## config.mk

```make
export PLATFORM = sky130hd
export DESIGN_NAME = glitch_sweep
export DESIGN_NICKNAME = d
export VERILOG_FILES = /design/src/rtl/glitch_sweep.sv
export SDC_FILE = /design/constraint.sdc
export NUM_CORES = 1
export LEC_CHECK = 0
export BUFFER_PORTS_ARGS = -buffer_cell sky130_fd_sc_hd__buf_2
export CORE_MARGIN = 4
export CORE_UTILIZATION = 43
export CTS_BUF_LIST = sky130_fd_sc_hd__clkbuf_4
export DETAILED_ROUTE_END_ITERATION = 10
export MAX_ROUTING_LAYER = met4
export PLACE_DENSITY = 0.62
export SYNTH_ARGS = -nofsm -noshare
export SYNTH_HDL_FRONTEND = slang
export SYNTH_SLANG_ARGS = --single-unit
```

## constraint.sdc

```tcl
create_clock -name i_CLK -period 14 [get_ports i_CLK]
set_clock_uncertainty 0.05 [all_clocks]
set_input_delay 0 -clock i_CLK [delete_from_list [all_inputs] [get_ports i_CLK]]
set_output_delay 0 -clock i_CLK [all_outputs]
set_load 0.005 [all_outputs]
```

## src/rtl/glitch_sweep.sv

```systemverilog
// glitch_sweep: walks the glitch handler through a delay x pulse-width grid.
// For every grid point it programs delay/width, issues one RUN_ONCE write,
// waits for the handler to lock and release, lets the line settle, then moves
// on. Width is the inner loop, delay the outer loop. All outputs are flops.
module glitch_sweep #(
  parameter int SETTLE_CYCLES = 16,
  parameter int ARM_WINDOW    = 4
) (
  input  logic        i_CLK,
  input  logic        i_RST,
  input  logic        i_START,
  input  logic        i_ABORT,
  input  logic [31:0] i_DELAY_START,
  input  logic [31:0] i_DELAY_STEP,
  input  logic [15:0] i_DELAY_COUNT,
  input  logic [31:0] i_WIDTH_START,
  input  logic [31:0] i_WIDTH_STEP,
  input  logic [15:0] i_WIDTH_COUNT,
  input  logic        i_MODE_TRIGGER,
  input  logic [31:0] i_TIMEOUT,
  input  logic        i_LOCK,
  input  logic [4:0]  i_HANDLER_STATUS,
  output logic [31:0] o_DELAY_1ST,
  output logic [31:0] o_DELAY_2ND,
  output logic [31:0] o_PULSE_WIDTH,
  output logic [7:0]  o_CONTROL,
  output logic        o_CONTROL_WR,
  output logic        o_BUSY,
  output logic        o_DONE,
  output logic [1:0]  o_RESULT,
  output logic [4:0]  o_HANDLER_ERR,
  output logic [15:0] o_DELAY_IDX,
  output logic [15:0] o_WIDTH_IDX,
  output logic [31:0] o_ATTEMPTS,
  output logic [31:0] o_TIMEOUTS
);

  localparam logic [7:0]  CTRL_STOP     = 8'h00;
  localparam logic [7:0]  CTRL_RUN      = 8'h01;
  localparam logic [7:0]  CTRL_RUN_TRIG = 8'h11;
  localparam logic [31:0] ARM_LAST      = 32'(ARM_WINDOW - 1);
  localparam logic [31:0] SETTLE_LAST   = 32'(SETTLE_CYCLES - 1);

  localparam logic [1:0] RES_OK     = 2'd0;
  localparam logic [1:0] RES_CFG    = 2'd1;
  localparam logic [1:0] RES_REJECT = 2'd2;
  localparam logic [1:0] RES_ABORT  = 2'd3;

  // ABT_GAP exists so an abort arriving right after a write strobe still
  // leaves one idle cycle before the stop strobe (WR never high twice in a row).
  typedef enum logic [3:0] {
    S_IDLE, S_LOAD, S_WRITE, S_ARM, S_RUN, S_STOP_TMO,
    S_SETTLE, S_ABT_GAP, S_STOP_ABT, S_DONE
  } state_t;

  state_t      state_q, state_d;
  logic [31:0] cnt_q, cnt_d;
  logic [31:0] dstep_q, dstep_d;
  logic [31:0] wstart_q, wstart_d;
  logic [31:0] wstep_q, wstep_d;
  logic [15:0] dcnt_q, dcnt_d;
  logic [15:0] wcnt_q, wcnt_d;
  logic        mode_q, mode_d;
  logic [31:0] tmo_q, tmo_d;
  logic [31:0] delay_q, delay_d;
  logic [31:0] width_q, width_d;
  logic [7:0]  ctrl_q, ctrl_d;
  logic        wr_q, wr_d;
  logic        busy_q, busy_d;
  logic        done_q, done_d;
  logic [1:0]  result_q, result_d;
  logic [4:0]  herr_q, herr_d;
  logic [15:0] didx_q, didx_d;
  logic [15:0] widx_q, widx_d;
  logic [31:0] att_q, att_d;
  logic [31:0] tmocnt_q, tmocnt_d;

  // Next-state and next-output logic for the sweep sequencer.
  always_comb begin
    state_d  = state_q;
    cnt_d    = cnt_q;
    dstep_d  = dstep_q;
    wstart_d = wstart_q;
    wstep_d  = wstep_q;
    dcnt_d   = dcnt_q;
    wcnt_d   = wcnt_q;
    mode_d   = mode_q;
    tmo_d    = tmo_q;
    delay_d  = delay_q;
    width_d  = width_q;
    ctrl_d   = ctrl_q;
    wr_d     = 1'b0;
    busy_d   = busy_q;
    done_d   = 1'b0;
    result_d = result_q;
    herr_d   = herr_q;
    didx_d   = didx_q;
    widx_d   = widx_q;
    att_d    = att_q;
    tmocnt_d = tmocnt_q;

    if (i_ABORT && busy_q && (state_q != S_ABT_GAP) && (state_q != S_STOP_ABT)) begin
      // Abort outranks every other event in a busy state.
      if (wr_q) begin
        state_d = S_ABT_GAP;
      end else begin
        state_d = S_STOP_ABT;
        wr_d    = 1'b1;
        ctrl_d  = CTRL_STOP;
      end
    end else begin
      case (state_q)
        S_IDLE: begin
          if (i_START && !i_ABORT) begin
            dstep_d  = i_DELAY_STEP;
            wstart_d = i_WIDTH_START;
            wstep_d  = i_WIDTH_STEP;
            dcnt_d   = i_DELAY_COUNT;
            wcnt_d   = i_WIDTH_COUNT;
            mode_d   = i_MODE_TRIGGER;
            tmo_d    = i_TIMEOUT;
            att_d    = 32'd0;
            tmocnt_d = 32'd0;
            herr_d   = 5'd0;
            didx_d   = 16'd0;
            widx_d   = 16'd0;
            result_d = RES_OK;
            if ((i_DELAY_COUNT == 16'd0) || (i_WIDTH_COUNT == 16'd0)) begin
              state_d  = S_DONE;
              result_d = RES_CFG;
              done_d   = 1'b1;
              busy_d   = 1'b0;
              ctrl_d   = CTRL_STOP;
            end else begin
              state_d = S_LOAD;
              busy_d  = 1'b1;
              delay_d = i_DELAY_START;
              width_d = i_WIDTH_START;
              ctrl_d  = i_MODE_TRIGGER ? CTRL_RUN_TRIG : CTRL_RUN;
            end
          end else begin
            state_d = S_IDLE;
          end
        end
        S_LOAD: begin
          state_d = S_WRITE;
          wr_d    = 1'b1;
          att_d   = att_q + 32'd1;
        end
        S_WRITE: begin
          state_d = S_ARM;
          cnt_d   = 32'd0;
        end
        S_ARM: begin
          if (i_LOCK) begin
            state_d = S_RUN;
            cnt_d   = 32'd0;
          end else if (cnt_q == ARM_LAST) begin
            state_d  = S_DONE;
            herr_d   = i_HANDLER_STATUS;
            result_d = RES_REJECT;
            done_d   = 1'b1;
            busy_d   = 1'b0;
            ctrl_d   = CTRL_STOP;
          end else begin
            cnt_d = cnt_q + 32'd1;
          end
        end
        S_RUN: begin
          if (!i_LOCK) begin
            state_d = S_SETTLE;
            cnt_d   = 32'd0;
          end else if ((tmo_q != 32'd0) && (cnt_q == (tmo_q - 32'd1))) begin
            state_d  = S_STOP_TMO;
            wr_d     = 1'b1;
            ctrl_d   = CTRL_STOP;
            tmocnt_d = tmocnt_q + 32'd1;
          end else begin
            cnt_d = cnt_q + 32'd1;
          end
        end
        S_STOP_TMO: begin
          state_d = S_SETTLE;
          cnt_d   = 32'd0;
        end
        S_SETTLE: begin
          if (i_LOCK) begin
            cnt_d = 32'd0;
          end else if (cnt_q == SETTLE_LAST) begin
            if (widx_q == (wcnt_q - 16'd1)) begin
              if (didx_q == (dcnt_q - 16'd1)) begin
                state_d  = S_DONE;
                result_d = RES_OK;
                done_d   = 1'b1;
                busy_d   = 1'b0;
                ctrl_d   = CTRL_STOP;
              end else begin
                state_d = S_LOAD;
                widx_d  = 16'd0;
                didx_d  = didx_q + 16'd1;
                delay_d = delay_q + dstep_q;
                width_d = wstart_q;
                ctrl_d  = mode_q ? CTRL_RUN_TRIG : CTRL_RUN;
              end
            end else begin
              state_d = S_LOAD;
              widx_d  = widx_q + 16'd1;
              width_d = width_q + wstep_q;
              ctrl_d  = mode_q ? CTRL_RUN_TRIG : CTRL_RUN;
            end
          end else begin
            cnt_d = cnt_q + 32'd1;
          end
        end
        S_ABT_GAP: begin
          state_d = S_STOP_ABT;
          wr_d    = 1'b1;
          ctrl_d  = CTRL_STOP;
        end
        S_STOP_ABT: begin
          state_d  = S_DONE;
          result_d = RES_ABORT;
          done_d   = 1'b1;
          busy_d   = 1'b0;
          ctrl_d   = CTRL_STOP;
        end
        S_DONE: begin
          state_d = S_IDLE;
        end
        default: begin
          state_d = S_IDLE;
          busy_d  = 1'b0;
          ctrl_d  = CTRL_STOP;
        end
      endcase
    end
  end

  // State, latched sweep parameters and registered outputs.
  always_ff @(posedge i_CLK or posedge i_RST) begin
    if (i_RST) begin
      state_q  <= S_IDLE;
      cnt_q    <= 32'd0;
      dstep_q  <= 32'd0;
      wstart_q <= 32'd0;
      wstep_q  <= 32'd0;
      dcnt_q   <= 16'd0;
      wcnt_q   <= 16'd0;
      mode_q   <= 1'b0;
      tmo_q    <= 32'd0;
      delay_q  <= 32'd0;
      width_q  <= 32'd0;
      ctrl_q   <= 8'h00;
      wr_q     <= 1'b0;
      busy_q   <= 1'b0;
      done_q   <= 1'b0;
      result_q <= 2'd0;
      herr_q   <= 5'd0;
      didx_q   <= 16'd0;
      widx_q   <= 16'd0;
      att_q    <= 32'd0;
      tmocnt_q <= 32'd0;
    end else begin
      state_q  <= state_d;
      cnt_q    <= cnt_d;
      dstep_q  <= dstep_d;
      wstart_q <= wstart_d;
      wstep_q  <= wstep_d;
      dcnt_q   <= dcnt_d;
      wcnt_q   <= wcnt_d;
      mode_q   <= mode_d;
      tmo_q    <= tmo_d;
      delay_q  <= delay_d;
      width_q  <= width_d;
      ctrl_q   <= ctrl_d;
      wr_q     <= wr_d;
      busy_q   <= busy_d;
      done_q   <= done_d;
      result_q <= result_d;
      herr_q   <= herr_d;
      didx_q   <= didx_d;
      widx_q   <= widx_d;
      att_q    <= att_d;
      tmocnt_q <= tmocnt_d;
    end
  end

  assign o_DELAY_1ST   = delay_q;
  assign o_DELAY_2ND   = 32'd0;
  assign o_PULSE_WIDTH = width_q;
  assign o_CONTROL     = ctrl_q;
  assign o_CONTROL_WR  = wr_q;
  assign o_BUSY        = busy_q;
  assign o_DONE        = done_q;
  assign o_RESULT      = result_q;
  assign o_HANDLER_ERR = herr_q;
  assign o_DELAY_IDX   = didx_q;
  assign o_WIDTH_IDX   = widx_q;
  assign o_ATTEMPTS    = att_q;
  assign o_TIMEOUTS    = tmocnt_q;

endmodule
```

; Word level (Yosys, flattened, before mapping)
; Cells that the tools add are included.
[word_totals]
ff_bits = 375
in_bits = 203
elab_cells = 211
[op_classes]
addsub = 10
eq_ne = 42
muxes = 102
n_bitwise = 2
reduce_logical = 34
[ops]
columns = op, n
row1 = $mux 32, 21
row2 = $pmux 32 s2, 4
row3 = $mux 16, 9
row4 = $pmux 32 s4, 1
row5 = $add 32x1->32 const B, 3
row6 = $mux 8, 10
row7 = $add 32x32->32, 2
row8 = $pmux 16 s2, 2
row9 = $mux 4, 12
row10 = $pmux 8 s5, 1
row11 = $pmux 4 s9, 1
row12 = $mux 5, 7
row13 = $ne 3x3->1 const B, 11
row14 = $add 16x1->16 const B, 2
row15 = $eq 16x16->1, 2
row16 = $eq 32x2->1 const B, 1
row17 = $eq 32x32->1, 1
row18 = $eq 32x4->1 const B, 1
row19 = $logic_not 16->1, 2
row20 = $reduce_bool 32->1, 1
row21 = $sub 16x1->16 const B, 2
row22 = $sub 32x1->32 const B, 1
row23 = $reduce_and 9->1, 3
row24 = $ne 2x2->1 const B, 12
row25 = 29 further kinds, 78

; Logic depth before layout (Yosys ltp)
; Gate-level depths: netlist of run 1.
[logic_depth]
depth_word = 8
mapped_depth = 16

; Least setup slack after synthesis of run 1
; OpenSTA, ideal clock, no wires.
[synth_timing]
kind = register to register
start = register tmo_q[0]
end = register tmocnt_q[11] (netlist: o_TIMEOUTS[11])
setup_time_ns = 0.129
arrival_time_ns = 3.612
slack_ns = 10.209
stages_incl_launch_ff = 16
path_buffers = 2
period_less_slack_ns = 3.791
cell_sequence = dfrtp_1 inv_1 ha_1 or3b_2 clkbuf_1 or4_4 o31ai_1 nand4_1 or3_1 nor4_4 nand4b_4 a21oi_2 buf_4 nand3_1 xor2_1 nor2_1
[synth_between]
elab_chain_len = 5
elab_cells_between_ends = 6
cone_classes = add/sub: 1 / eq/ne: 2 / reduce/logical: 3
[synth_lines]
columns = element, line
row1 = start: declaration, 64  ; logic [31:0] tmo_q, tmo_d;
row2 = start signal: assignment, 272  ; tmo_q <= tmo_d;
row3 = $sub 32x1->32, 173  ; end else if ((tmo_q != 32'd0) && (cnt_q == (tmo_q - 32'd1))) begin
row4 = $eq 32x32->1, 173
row5 = $logic_and 1x1->1 (*), 173
row6 = $ne 2x2->1 (no source line) (*), --
row7 = $reduce_and 5->1 (no source line) (*), --
row8 = end signal: assignment, 284  ; tmocnt_q <= tmocnt_d;
row9 = end: declaration, 76  ; logic [31:0] tmocnt_q, tmocnt_d;
; Mark *: on every way between the ends. The rest lies on a longest branch, timed or not.
; A chain may end at the register's enable or synchronous reset.

; Worst setup path after layout of run 1
[layout_timing]
start = register tmo_q[2]
end = register cnt_q[13]
[layout_between]
elab_chain_len = 5
elab_cells_between_ends = 6
cone_classes = add/sub: 1 / eq/ne: 2 / reduce/logical: 3
[layout_lines]
columns = element, line
row1 = $sub 32x1->32, 173
row2 = $eq 32x32->1, 173
row3 = $logic_and 1x1->1 (*), 173
row4 = $ne 3x3->1 (no source line) (*), --
row5 = $reduce_and 5->1 (no source line) (*), --
row6 = end signal: assignment, 265  ; cnt_q <= cnt_d;
row7 = end: declaration, 57  ; logic [31:0] cnt_q, cnt_d;
; Marked as above.

==> impl_metrics.csv, run 1 <==
group,metric,value,unit
run_status,status,"finished, final reports clean",
critical_path,worstPathMaxFanout,36,
synthesis,synthesis.area_per_instance,8.23,um^2
critical_path,critical_path.startpoint_type,"flip-flop",
route,dr_total_vias,23200,
floorplan,coreArea,51300,um^2
synthesis,yosys_most_used_dff,"sky130_fd_sc_hd__dfrtp_1",
placed_design,placedInstanceArea,24500,um^2
placed_design,gp_congestion,0.942,
synthesis,synth_seq_area_share,0.415,
global_route,overflow,0,
layout,area_growth_syn_to_layout,37.3,%
route,routed_wirelength,76600,um
floorplan,io_pins,413,
timing,max_clock_freq,210,MHz
synthesis,synth_compound_area_frac,0.141,
critical_path,critical_path_arrival,5.49,ns
clock_network,ctsRootBufferMaster,"sky130_fd_sc_hd__clkbuf_4",
critical_path,critPathKind,"reg -> reg",
synthesis,yosys-mux-area-fraction,0.0122,
timing,rsz0062_at_grt,"false",
route,viasPerCell,5.38,
clock_network,cts-resized-gates,0,
synthesis,synthArstFlopShare,1.00,
clock_network,htree_levels,3,
worst_hold_path,min_path_cells,4,
synthesis,yosysMostFrequentCell,"sky130_fd_sc_hd__nand2_1",
critical_path,worst-endpoint-required,14.72,ns
global_route,initial_antenna_violation_count,11,
synthesis,ys_types,80,
critical_path,regToRegSetupSlack,9.23,ns
critical_path,critical_path_sink_type,"flip-flop",
timing,setup-violations-final,0,
route,number_of_design_rule_violations_left_by_the_first_detailed_router_iteration,1748,
floorplan,full_die_area,55500,um^2
critical_path,critical_path.reg2reg.startpoint,"tmo_q[2]",
timing,hold-worst-slack,0.0847,ns
power,power_density,180,nW/um^2
synthesis,synth.top_cells.by_area,"sky130_fd_sc_hd__dfrtp_1, sky130_fd_sc_hd__nand2_1, sky130_fd_sc_hd__xor2_1",
floorplan,core.rowCount,83,
critical_path,critPathLaunch,"tmo_q[2]",
synthesis,post_synth_and_or_nand_nor_area_fraction,0.264,
synthesis,yosys_warnings,0,
clock_network,clkSlewWorstSetupHoldPaths,0.07,ns
layout,finalInstanceArea,30600,um^2
critical_path,cell_chain_of_the_critical_path,"or4_1 -> or4_1 -> or3_1 -> a311oi_1 -> nor3_1 -> nand4b_4 -> nand2_2 -> nor2_1 -> buf_4 -> nand4_1 -> o21ai_0",
clock_network,clkLatencyLatePin,0.88,ns
synthesis,combinational_family_with_the_most_area_after_synthesis,"simple AND/OR/NAND/NOR gates",
global_route,grt_start_max_net_pins,118,
synthesis,number_of_synthesized_flops_with_an_enable_pin,0,
clock_network,tritoncts_clock_tree,"yes",
clock_network,ctsLongestPathBuffers,3,
clock_network,cts.sinks,369,
worst_hold_path,hold_path.startpoint,"i_START",
timing,final_period_minus_worst_setup_slack,4.77,ns
timing,worst_pin_slew,1.12,ns
critical_path,crit_family,"simple AND/OR/NAND/NOR gates",
critical_path,worst_path_largest_cell_delay,0.71,ns
route,final_routed_drc_violation_total,0,
timing,timing.final.max_slew_violations,0,
critical_path,crit-reg2reg-capture,"cnt_q[13]",
power,cellLeakagePower,14.9,nW
route,drt_first_pass_iters,5,
critical_path,cpMaxStageDelayCell,"sky130_fd_sc_hd__nor2_1",
synthesis,synth_top_area_share,0.415,
timing,totalNegativeSetupSlack,0,ns
timing,finalCritPeriodShare,0.341,
worst_hold_path,timing.hold.worst_endpoint,"o_DELAY_IDX[10]",
clock_network,tritoncts.num_buffers,105,
critical_path,cp_common_cell,"sky130_fd_sc_hd__or4_1",
synthesis,post_synthesis_register_bit_count,369,
timing,hold_violations,0,
synthesis,synth-xor-area-share,0.0822,
synthesis,post_synthesis_cells,2704,
placed_design,post-dp-hpwl,47800,um
synthesis,synth_adder_area_share,0.0417,
route,drt-wirelength-per-cell,17.8,um
floorplan,die_w,236,um
synthesis,synth_top_area_cell,"sky130_fd_sc_hd__dfrtp_1",
layout,share_of_post_route_cells_with_drive_strength_above_1,0.164,
floorplan,start_util,0.434,
synthesis,synth_commonest_cells,"sky130_fd_sc_hd__nand2_1, sky130_fd_sc_hd__dfrtp_1, sky130_fd_sc_hd__nor2_1",
synthesis,post_synth_instance_area,22300,um^2
global_route,grt_first_pass_wirelength,123000,um
worst_hold_path,hold_path.class,"in -> reg",
layout,finish.net_count,3825,
power,vdd.ir_drop.worst,0.000111,V
global_route,first_global_vias,23600,
critical_path,cp_num_buf_inv,1,
global_route,grt_usage,0.275,
job,timing.max_cap.violations,0,
placed_design,place.port_buffers,374,
route,detail-route-antenna-nets,0,
floorplan,dieHeight,236,um
critical_path,timing.reg2reg.worst_path_depth,11,
timing,timing.max_slew.rel_slack,0.255,
-- cell usage in the layout, fill, tap and decap left out, types with 10 or more instances in the layout --
cell | synthesis | layout
sky130_fd_sc_hd__xnor2_1 | 91 | 91
sky130_fd_sc_hd__diode_2 | 0 | 13
sky130_fd_sc_hd__a211oi_1 | 13 | 13
sky130_fd_sc_hd__mux2i_1 | 17 | 17
sky130_fd_sc_hd__nor3_1 | 36 | 36
sky130_fd_sc_hd__and3_1 | 47 | 46
sky130_fd_sc_hd__nand2b_1 | 26 | 26
sky130_fd_sc_hd__a31oi_1 | 39 | 39
sky130_fd_sc_hd__or4_1 | 13 | 13
sky130_fd_sc_hd__dfrtp_1 | 369 | 369
sky130_fd_sc_hd__o21ai_0 | 164 | 164
sky130_fd_sc_hd__o31ai_1 | 12 | 12
sky130_fd_sc_hd__xor2_1 | 118 | 118
sky130_fd_sc_hd__nor4_1 | 30 | 30
sky130_fd_sc_hd__o21a_1 | 10 | 10
sky130_fd_sc_hd__buf_4 | 43 | 20
sky130_fd_sc_hd__clkinv_1 | 0 | 21
sky130_fd_sc_hd__nand3_1 | 67 | 66
sky130_fd_sc_hd__or3_1 | 18 | 18
sky130_fd_sc_hd__clkbuf_4 | 0 | 152
sky130_fd_sc_hd__nor3b_1 | 10 | 10
sky130_fd_sc_hd__nand2_1 | 670 | 668
sky130_fd_sc_hd__buf_2 | 13 | 374
sky130_fd_sc_hd__nand4_1 | 50 | 50
sky130_fd_sc_hd__conb_1 | 1 | 38
sky130_fd_sc_hd__nor2b_1 | 22 | 22
sky130_fd_sc_hd__dlygate4sd3_1 | 0 | 479
sky130_fd_sc_hd__inv_1 | 38 | 37
sky130_fd_sc_hd__a21oi_1 | 146 | 146
sky130_fd_sc_hd__and2_1 | 21 | 19
sky130_fd_sc_hd__a21o_1 | 39 | 39
sky130_fd_sc_hd__ha_1 | 71 | 71
sky130_fd_sc_hd__o211ai_1 | 14 | 14
sky130_fd_sc_hd__nor2_1 | 244 | 244
-- state kept, by name, indices dropped and copies added (netlist names), 4 cells and up --
name / cells
cnt_q: 32
o_DELAY_IDX: 16
wstep_q: 32
dstep_q: 32
o_ATTEMPTS: 32
wstart_q: 32
dcnt_q: 16
o_WIDTH_IDX: 16
wcnt_q: 16
o_PULSE_WIDTH: 32
o_HANDLER_ERR: 5
tmo_q: 32
state_q: 4
o_DELAY_1ST: 32
o_TIMEOUTS: 32
-- layout make-up --
type,instances,area (um^2)
clock inverters,27,135
multi-input cells,2162,12200
well taps,680,851
repair buffers,873,6820
inverters,38,150
flip-flops and latches,369,9230
diodes,13,32.5
fillers,4427,20700
clock buffers,152,1140
-- through the flow --
stage	total power [W]	utilization	cells	setup WS (ns)
2_1_floorplan	0.00359	-	2741	3.70
3_3_place_gp	0.00421	0.477	3643	9.42
3_5_place_dp	0.00428	0.477	3643	9.30
4_1_cts	0.00546	0.595	4301	9.27
5_1_grt	0.00596	0.596	4314	8.75
6_report	0.00551	0.596	4314	9.23
-- cell families after synthesis --
logic type / Yosys count
AOI/OAI and AO/OA: 519
xor gates and xnor gates: 209
adders and majority gates: 73
buffers and inverters: 210
DFF: 369
muxes: 26
other: 1
and+or+nand+nor: 1297
-- per-layer routing --
| metal | part of all wire | wire [um] | up-vias | track usage |
|---|---|---|---|---|
| met2 | 0.47 | 35900 | 937 | 0.433 |
| met5 | 0 | 0 | - | - |
| met4 | 0.042 | 3190 | 0 | 0.117 |
| met3 | 0.074 | 5650 | 257 | 0.0619 |
| met1 | 0.42 | 31800 | 11000 | 0.342 |
| li1 | - | - | 11000 | - |
-- worst min-delay path, stage by stage --
cell,delay [ns]
sky130_fd_sc_hd__buf_2,0.10
sky130_fd_sc_hd__nor2b_1,0.18
sky130_fd_sc_hd__and3_4,0.41
sky130_fd_sc_hd__nor2_1,0.20
-- where the power goes --
part	internal (W)	switching [W]
Sequential	0.00140	0.000375
Combinational	0.00120	0.00154
Clock	0.000511	0.000483
-- worst max path at each step --
stage,to,slack (ns),depth (start not counted)
after global routing,o_DELAY_1ST[31],8.75,13
after CTS,cnt_q[13],9.27,12
after floorplan,cnt_q[0],3.70,1
final,cnt_q[13],9.23,11
after detailed placement,cnt_q[13],9.30,12
after global placement,cnt_q[13],9.42,12
-- what timing repair did --
action                    CTS  global route
buffers inserted            0             0
hold endpoints to repair  398             0
hold buffers              479             0
(Power assumes the default switching activity.)
==> run 2: changes to the inputs <==
Clock period 14 ns to 4.9 ns, I/O delays scaled along.
==> run 2 against run 1 <==
Net effect:
- total power grew to 2.9 times the previous value
- global-route usage is 0.36 points lower
- sequential power grew to 2.9 times the previous value
- fmax is 6.4% higher
- clock-buffer cell count is 3 higher
==> impl_metrics.csv, run 2 (synthesis results as in run 1) <==
group,metric,value,unit
run_status,status,"finished, final reports clean",
layout,finalNonFillerCells,4287,
timing,worst_pin_slew,1.08,ns
placed_design,placedInstanceArea,24600,um^2
global_route,grt_first_pass_wirelength,121000,um
route,drt_first_pass_iters,7,
layout,most_common_cell_after_layout_fill_and_taps_aside,"sky130_fd_sc_hd__nand2_1",
placed_design,placement.setup.worst_slack,0.474,ns
layout,final_cell_mix,"sky130_fd_sc_hd__nand2_1, sky130_fd_sc_hd__dlygate4sd3_1, sky130_fd_sc_hd__buf_2",
route,dr_total_vias,22900,
layout,area_growth_syn_to_layout,35.9,%
worst_hold_path,hold_path.class,"in -> reg",
critical_path,timing.reg2reg.worst_path_depth,13,
route,drt-wirelength-per-cell,17.6,um
critical_path,regToRegSetupSlack,0.41,ns
clock_network,ctsLongestPathBuffers,3,
power,vdd.ir_drop.worst,0.000287,V
placed_design,gp_congestion,0.921,
worst_hold_path,hold_path.startpoint,"i_DELAY_START[31]",
floorplan,die_w,236,um
floorplan,io_pins,413,
timing,setup-violations-final,0,
clock_network,cts.sinks,369,
clock_network,clkSlewWorstSetupHoldPaths,0.07,ns
timing,timing.final.max_slew_violations,0,
floorplan,full_die_area,55500,um^2
clock_network,postCtsSetupBuffers,0,
timing,hold_violations,0,
floorplan,start_util,0.434,
route,routed_wirelength,75500,um
global_route,initial_antenna_violation_count,9,
timing,max_clock_freq,223,MHz
layout,finish.net_count,3794,
placed_design,post-dp-hpwl,48500,um
clock_network,ctsRootBufferMaster,"sky130_fd_sc_hd__clkbuf_4",
timing,timing.max_slew.rel_slack,0.275,
critical_path,critPathKind,"reg -> reg",
clock_network,clkLatencyLatePin,0.87,ns
critical_path,cell_chain_of_the_critical_path,"inv_1 -> ha_1 -> or3b_1 -> nor3_1 -> mux2_2 -> mux2i_1 -> a2111oi_0 -> and4b_1 -> nand3_1 -> nand2_2 -> buf_4 -> a211oi_1 -> a21oi_1",
placed_design,place.port_buffers,374,
floorplan,core.rowCount,83,
layout,final.fill_count,4510,
critical_path,crit-reg2reg-capture,"o_PULSE_WIDTH[1]",
clock_network,tritoncts_clock_tree,"yes",
global_route,first_global_vias,23000,
layout,finalInstanceArea,30300,um^2
critical_path,worst_path_largest_cell_delay,0.64,ns
route,final_routed_drc_violation_total,0,
critical_path,worstPathMaxFanout,30,
route,number_of_design_rule_violations_left_by_the_first_detailed_router_iteration,1507,
power,power,0.0157,W
floorplan,dieHeight,236,um
layout,seqCellArea,9230,um^2
critical_path,critical_path_sink_type,"flip-flop",
timing,finalCritPeriodShare,0.915,
timing,final_period_minus_worst_setup_slack,4.49,ns
job,timing.max_cap.violations,0,
critical_path,cpMaxStageDelayCell,"sky130_fd_sc_hd__a2111oi_0",
route,viasPerCell,5.33,
power,power_density,519,nW/um^2
critical_path,critPathLaunch,"wcnt_q[0]",
global_route,grt_usage,0.271,
global_route,grt_start_max_net_pins,160,
floorplan,coreArea,51300,um^2
layout,finish.utilization,0.590,
timing,worst_slack,0.415,ns
critical_path,critical_path_arrival,5.19,ns
placed_design,dp_cells,3657,
layout,share_of_post_route_cells_with_drive_strength_above_1,0.170,
critical_path,worst-endpoint-required,5.60,ns
clock_network,tritoncts.num_buffers,106,
power,cellLeakagePower,14.9,nW
timing,rsz0062_at_grt,"false",
critical_path,critical_path.reg2reg.startpoint,"wcnt_q[0]",
clock_network,htree_levels,3,
critical_path,endpoint,"o_PULSE_WIDTH[1]",
layout,multiInputGateArea,12200,um^2
global_route,overflow,0,
critical_path,critical_path.startpoint_type,"flip-flop",
route,detail-route-antenna-nets,0,
run 2: cell types whose count changed in the layout (fill, tap and decap cells not counted):
cell | before | now
sky130_fd_sc_hd__clkinv_1 | 21 | 26
sky130_fd_sc_hd__clkbuf_4 | 152 | 155
sky130_fd_sc_hd__buf_12 | 0 | 2
sky130_fd_sc_hd__clkinvlp_4 | 0 | 1
sky130_fd_sc_hd__bufinv_16 | 1 | 0
sky130_fd_sc_hd__buf_4 | 20 | 31
sky130_fd_sc_hd__inv_2 | 2 | 3
sky130_fd_sc_hd__diode_2 | 13 | 9
sky130_fd_sc_hd__dlygate4sd3_1 | 479 | 433
sky130_fd_sc_hd__buf_6 | 0 | 1
sky130_fd_sc_hd__clkinv_2 | 2 | 1
sky130_fd_sc_hd__inv_8 | 1 | 0
sky130_fd_sc_hd__clkinv_4 | 0 | 2
run 2: repair_timing:
item / in CTS / in global routing
resized for setup: 0 / 1
setup endpoints to repair: 0 / 1
hold endpoints to repair: 629 / 0
hold buffers: 433 / 0
run 2: power breakdown:
part | internal [W] | leakage (nW) | switching [W]
Combinational | 0.00344 | 9.36 | 0.00434
Sequential | 0.00400 | 4.78 | 0.00105
Clock | 0.00145 | 0.783 | 0.00143
run 2: layer usage:
metal	global-route usage	vias up	routed length, um	part of all wire
met5	-	-	0	0
met4	0.108	0	2390	0.032
met3	0.0567	169	5110	0.068
met2	0.430	795	36000	0.48
met1	0.341	11000	32000	0.42
li1	-	10900	-	-
run 2: per-stage QoR:
| stage | TNS (ns) | hold WS (ns) |
|---|---|---|
| after floorplan | -37.70 | 0.0554 |
| after global routing | 0 | 0.0876 |
| final | 0 | 0.0850 |
| after global placement | 0 | -0.0237 |
| after detailed placement | 0 | -0.0224 |
| after CTS | 0 | 0.00164 |
run 2: how the worst min path moves through the flow:
stage                              to  slack, ns  depth (start not counted)
global route          o_DELAY_1ST[31]       0.09                          4
global placement       o_TIMEOUTS[22]      -0.02                          2
floorplan                  dcnt_q[10]       0.06                          2
finish                o_DELAY_1ST[31]       0.09                          4
detailed placement     o_TIMEOUTS[22]      -0.02                          2
CTS                 o_PULSE_WIDTH[20]      0.002                          5
run 2: area by class of cell:
cell class,instances,share of cell area
diodes,9,0.000744
clock buffers,155,0.0385
clock inverters,33,0.00463
inverters,38,0.00484
multi-input cells,2162,0.403
flip-flops and latches,369,0.305
well taps,680,0.0281
repair buffers,841,0.215
run 2: worst max-delay path, delay by kind of cell, from the launching register on:
family,cells,cell delay [ns]
and+or+nand+nor,5,2.09
DFF,1,0.42
muxes,2,0.30
buffers and inverters,2,0.40
AOI/OAI and AO/OA,3,0.90
adders and majority gates,1,0.21
==> run 3: changes to the inputs <==
Settings changed: CORE_UTILIZATION 43 to 50, PLACE_DENSITY 0.62 to 0.71.
Clock period 4.9 ns to 4.8 ns, I/O delays scaled along.
==> run 3 against run 2 <==
Net effect:
- fmax is essentially flat
- final area shrank 1.2%
- clock power grew 3%
- final cell count shrank 2.9%
- die area shrank 14%
- wire length grew 1.9%
- critical endpoint is now o_PULSE_WIDTH[26]
- highest routed layer unchanged
- via count grew 2.2%
- worst setup slack lost 0.099 ns
- register-to-register slack lost 0.099 ns
==> impl_metrics.csv, run 3 (synthesis results as in run 1) <==
group,metric,value,unit
worst_hold_path,hold_path.startpoint,"i_DELAY_START[31]",
global_route,grt_first_pass_wirelength,122000,um
clock_network,clkLatencyLatePin,0.88,ns
clock_network,ctsRootBufferMaster,"sky130_fd_sc_hd__clkbuf_4",
route,dr_wl_met3,5790,um
worst_hold_path,hold_path.class,"in -> reg",
layout,final_cell_mix,"sky130_fd_sc_hd__nand2_1, sky130_fd_sc_hd__dlygate4sd3_1, sky130_fd_sc_hd__buf_2",
critical_path,critPathKind,"reg -> reg",
critical_path,critical_path.startpoint_type,"flip-flop",
route,routed_wirelength,77000,um
clock_network,cts.sinks,369,
route,viasPerCell,5.61,
route,dr_total_vias,23400,
layout,finish.net_count,3759,
timing,final_period_minus_worst_setup_slack,4.48,ns
critical_path,worst-endpoint-required,5.43,ns
clock_network,clkSlewWorstSetupHoldPaths,0.06,ns
critical_path,worstPathMaxFanout,20,
critical_path,cp_num_buf_inv,2,
global_route,grt_start_max_net_pins,165,
placed_design,gp_congestion,0.926,
critical_path,critical_path.reg2reg.startpoint,"wcnt_q[0]",
route,routed.top_layer,"met4",
job,timing.max_cap.violations,0,
critical_path,cp_common_cell,"sky130_fd_sc_hd__a21oi_1",
critical_path,critical_path_arrival,5.11,ns
layout,final.fill_count,3431,
power,cellLeakagePower,14.7,nW
timing,worst_slack,0.316,ns
clock_network,postCtsSetupBuffers,0,
critical_path,crit_family,"simple AND/OR/NAND/NOR gates",
timing,timing.final.max_slew_violations,0,
global_route,initial_antenna_violation_count,10,
floorplan,io_pins,413,
timing,max_clock_freq,223,MHz
timing,rsz0062_at_grt,"false",
floorplan,core.rowCount,77,
critical_path,cpMaxStageDelayCell,"sky130_fd_sc_hd__a2111oi_0",
floorplan,dieHeight,219,um
timing,setup-violations-final,0,
placed_design,place.port_buffers,374,
floorplan,full_die_area,48000,um^2
critical_path,critical_path_sink_type,"flip-flop",
placed_design,post-dp-hpwl,47000,um
layout,share_of_post_route_cells_with_drive_strength_above_1,0.170,
floorplan,coreArea,44100,um^2
global_route,overflow,0,
run_status,status,"finished, final reports clean",
route,drt_first_pass_iters,5,
timing,timing.max_slew.rel_slack,0.230,
route,number_of_design_rule_violations_left_by_the_first_detailed_router_iteration,1931,
critical_path,worst_path_largest_cell_delay,0.66,ns
timing,worst_pin_slew,1.15,ns
floorplan,die_w,219,um
clock_network,htree_levels,3,
clock_network,ctsLongestPathBuffers,3,
route,detail-route-antenna-nets,0,
timing,finalCritPeriodShare,0.934,
clock_network,tritoncts_clock_tree,"yes",
critical_path,critPathLaunch,"wcnt_q[0]",
global_route,first_global_vias,23700,
floorplan,start_util,0.504,
power,vdd.ir_drop.worst,0.000377,V
global_route,grt_usage,0.324,
clock_network,tritoncts.num_buffers,102,
placed_design,placement.setup.worst_slack,0.365,ns
power,power_density,539,nW/um^2
critical_path,cell_chain_of_the_critical_path,"inv_1 -> ha_1 -> or3b_1 -> nor3_1 -> mux2_2 -> mux2i_1 -> a2111oi_0 -> and4b_1 -> nand3_1 -> nand2_2 -> buf_4 -> a21oi_1 -> a21oi_1 -> o21ai_0",
route,drt-met1-wl,30500,um
layout,most_common_cell_after_layout_fill_and_taps_aside,"sky130_fd_sc_hd__nand2_1",
timing,hold-worst-slack,0.0793,ns
route,drt-wirelength-per-cell,18.5,um
timing,hold_violations,0,
layout,area_growth_syn_to_layout,34.3,%
route,final_routed_drc_violation_total,0,
route,wl_met2,36500,um
-- run 3: routing by layer --
metal  up-vias  GRT usage
li1      10900          -
met1     11100      0.385
met2      1034      0.520
met3       325     0.0774
met4         0      0.157
met5         -          -
-- run 3: per-stage QoR --
step           std cells  instance area, um^2   util  total power (W)  setup TNS [ns]
2_1_floorplan       2741                22400      -           0.0105          -74.60
3_3_place_gp        3565                24500  0.555           0.0122               0
3_5_place_dp        3565                24500  0.555           0.0125               0
4_1_cts             4147                29900  0.677           0.0158               0
5_1_grt             4160                29900  0.677           0.0173               0
6_report            4163                29900  0.678           0.0161               0
-- run 3: where the power goes --
part | total (W) | switching (W) | leakage (nW) | internal, W
Clock | 0.00297 | 0.00141 | 0.772 | 0.00155
Sequential | 0.00518 | 0.00110 | 4.78 | 0.00408
Combinational | 0.00796 | 0.00459 | 9.19 | 0.00337
-- run 3: tightest hold or removal path: cells and delay by family --
family | cells | cell delay (ns)
compound gates | 2 | 0.25
buf+inv | 2 | 0.66
-- run 3: final cells by class --
type,count,area (um^2),share of cell area
Antenna cell,16,40.0,0.00134
Clock buffer,154,1160,0.0387
Clock inverter,22,144,0.00481
Inverter,38,146,0.00490
Multi-Input combinational cell,2162,12200,0.409
Sequential cell,369,9230,0.309
Tap cell,592,741,0.0248
Timing Repair Buffer,810,6220,0.208
-- run 3: repair_timing --
item	4_1_cts	5_1_grt
gates resized for setup	0	2
hold buffers	406	0
endpoints found under the hold margin	585	0
endpoints found under the setup margin	0	8
-- run 3: path summary, 6_finish.rpt --
kind	cells after the start	to	slack (ns)
setup / recovery	14	o_PULSE_WIDTH[26]	0.32
hold / removal	4	o_DELAY_1ST[31]	0.08
setup reg to reg	14	o_PULSE_WIDTH[26]	0.32
hold reg to reg	2	wstart_q[12]	0.43
max in group asynchronous	6	o_DELAY_IDX[4]	3.12
min in group asynchronous	4	tmo_q[30]	0.18
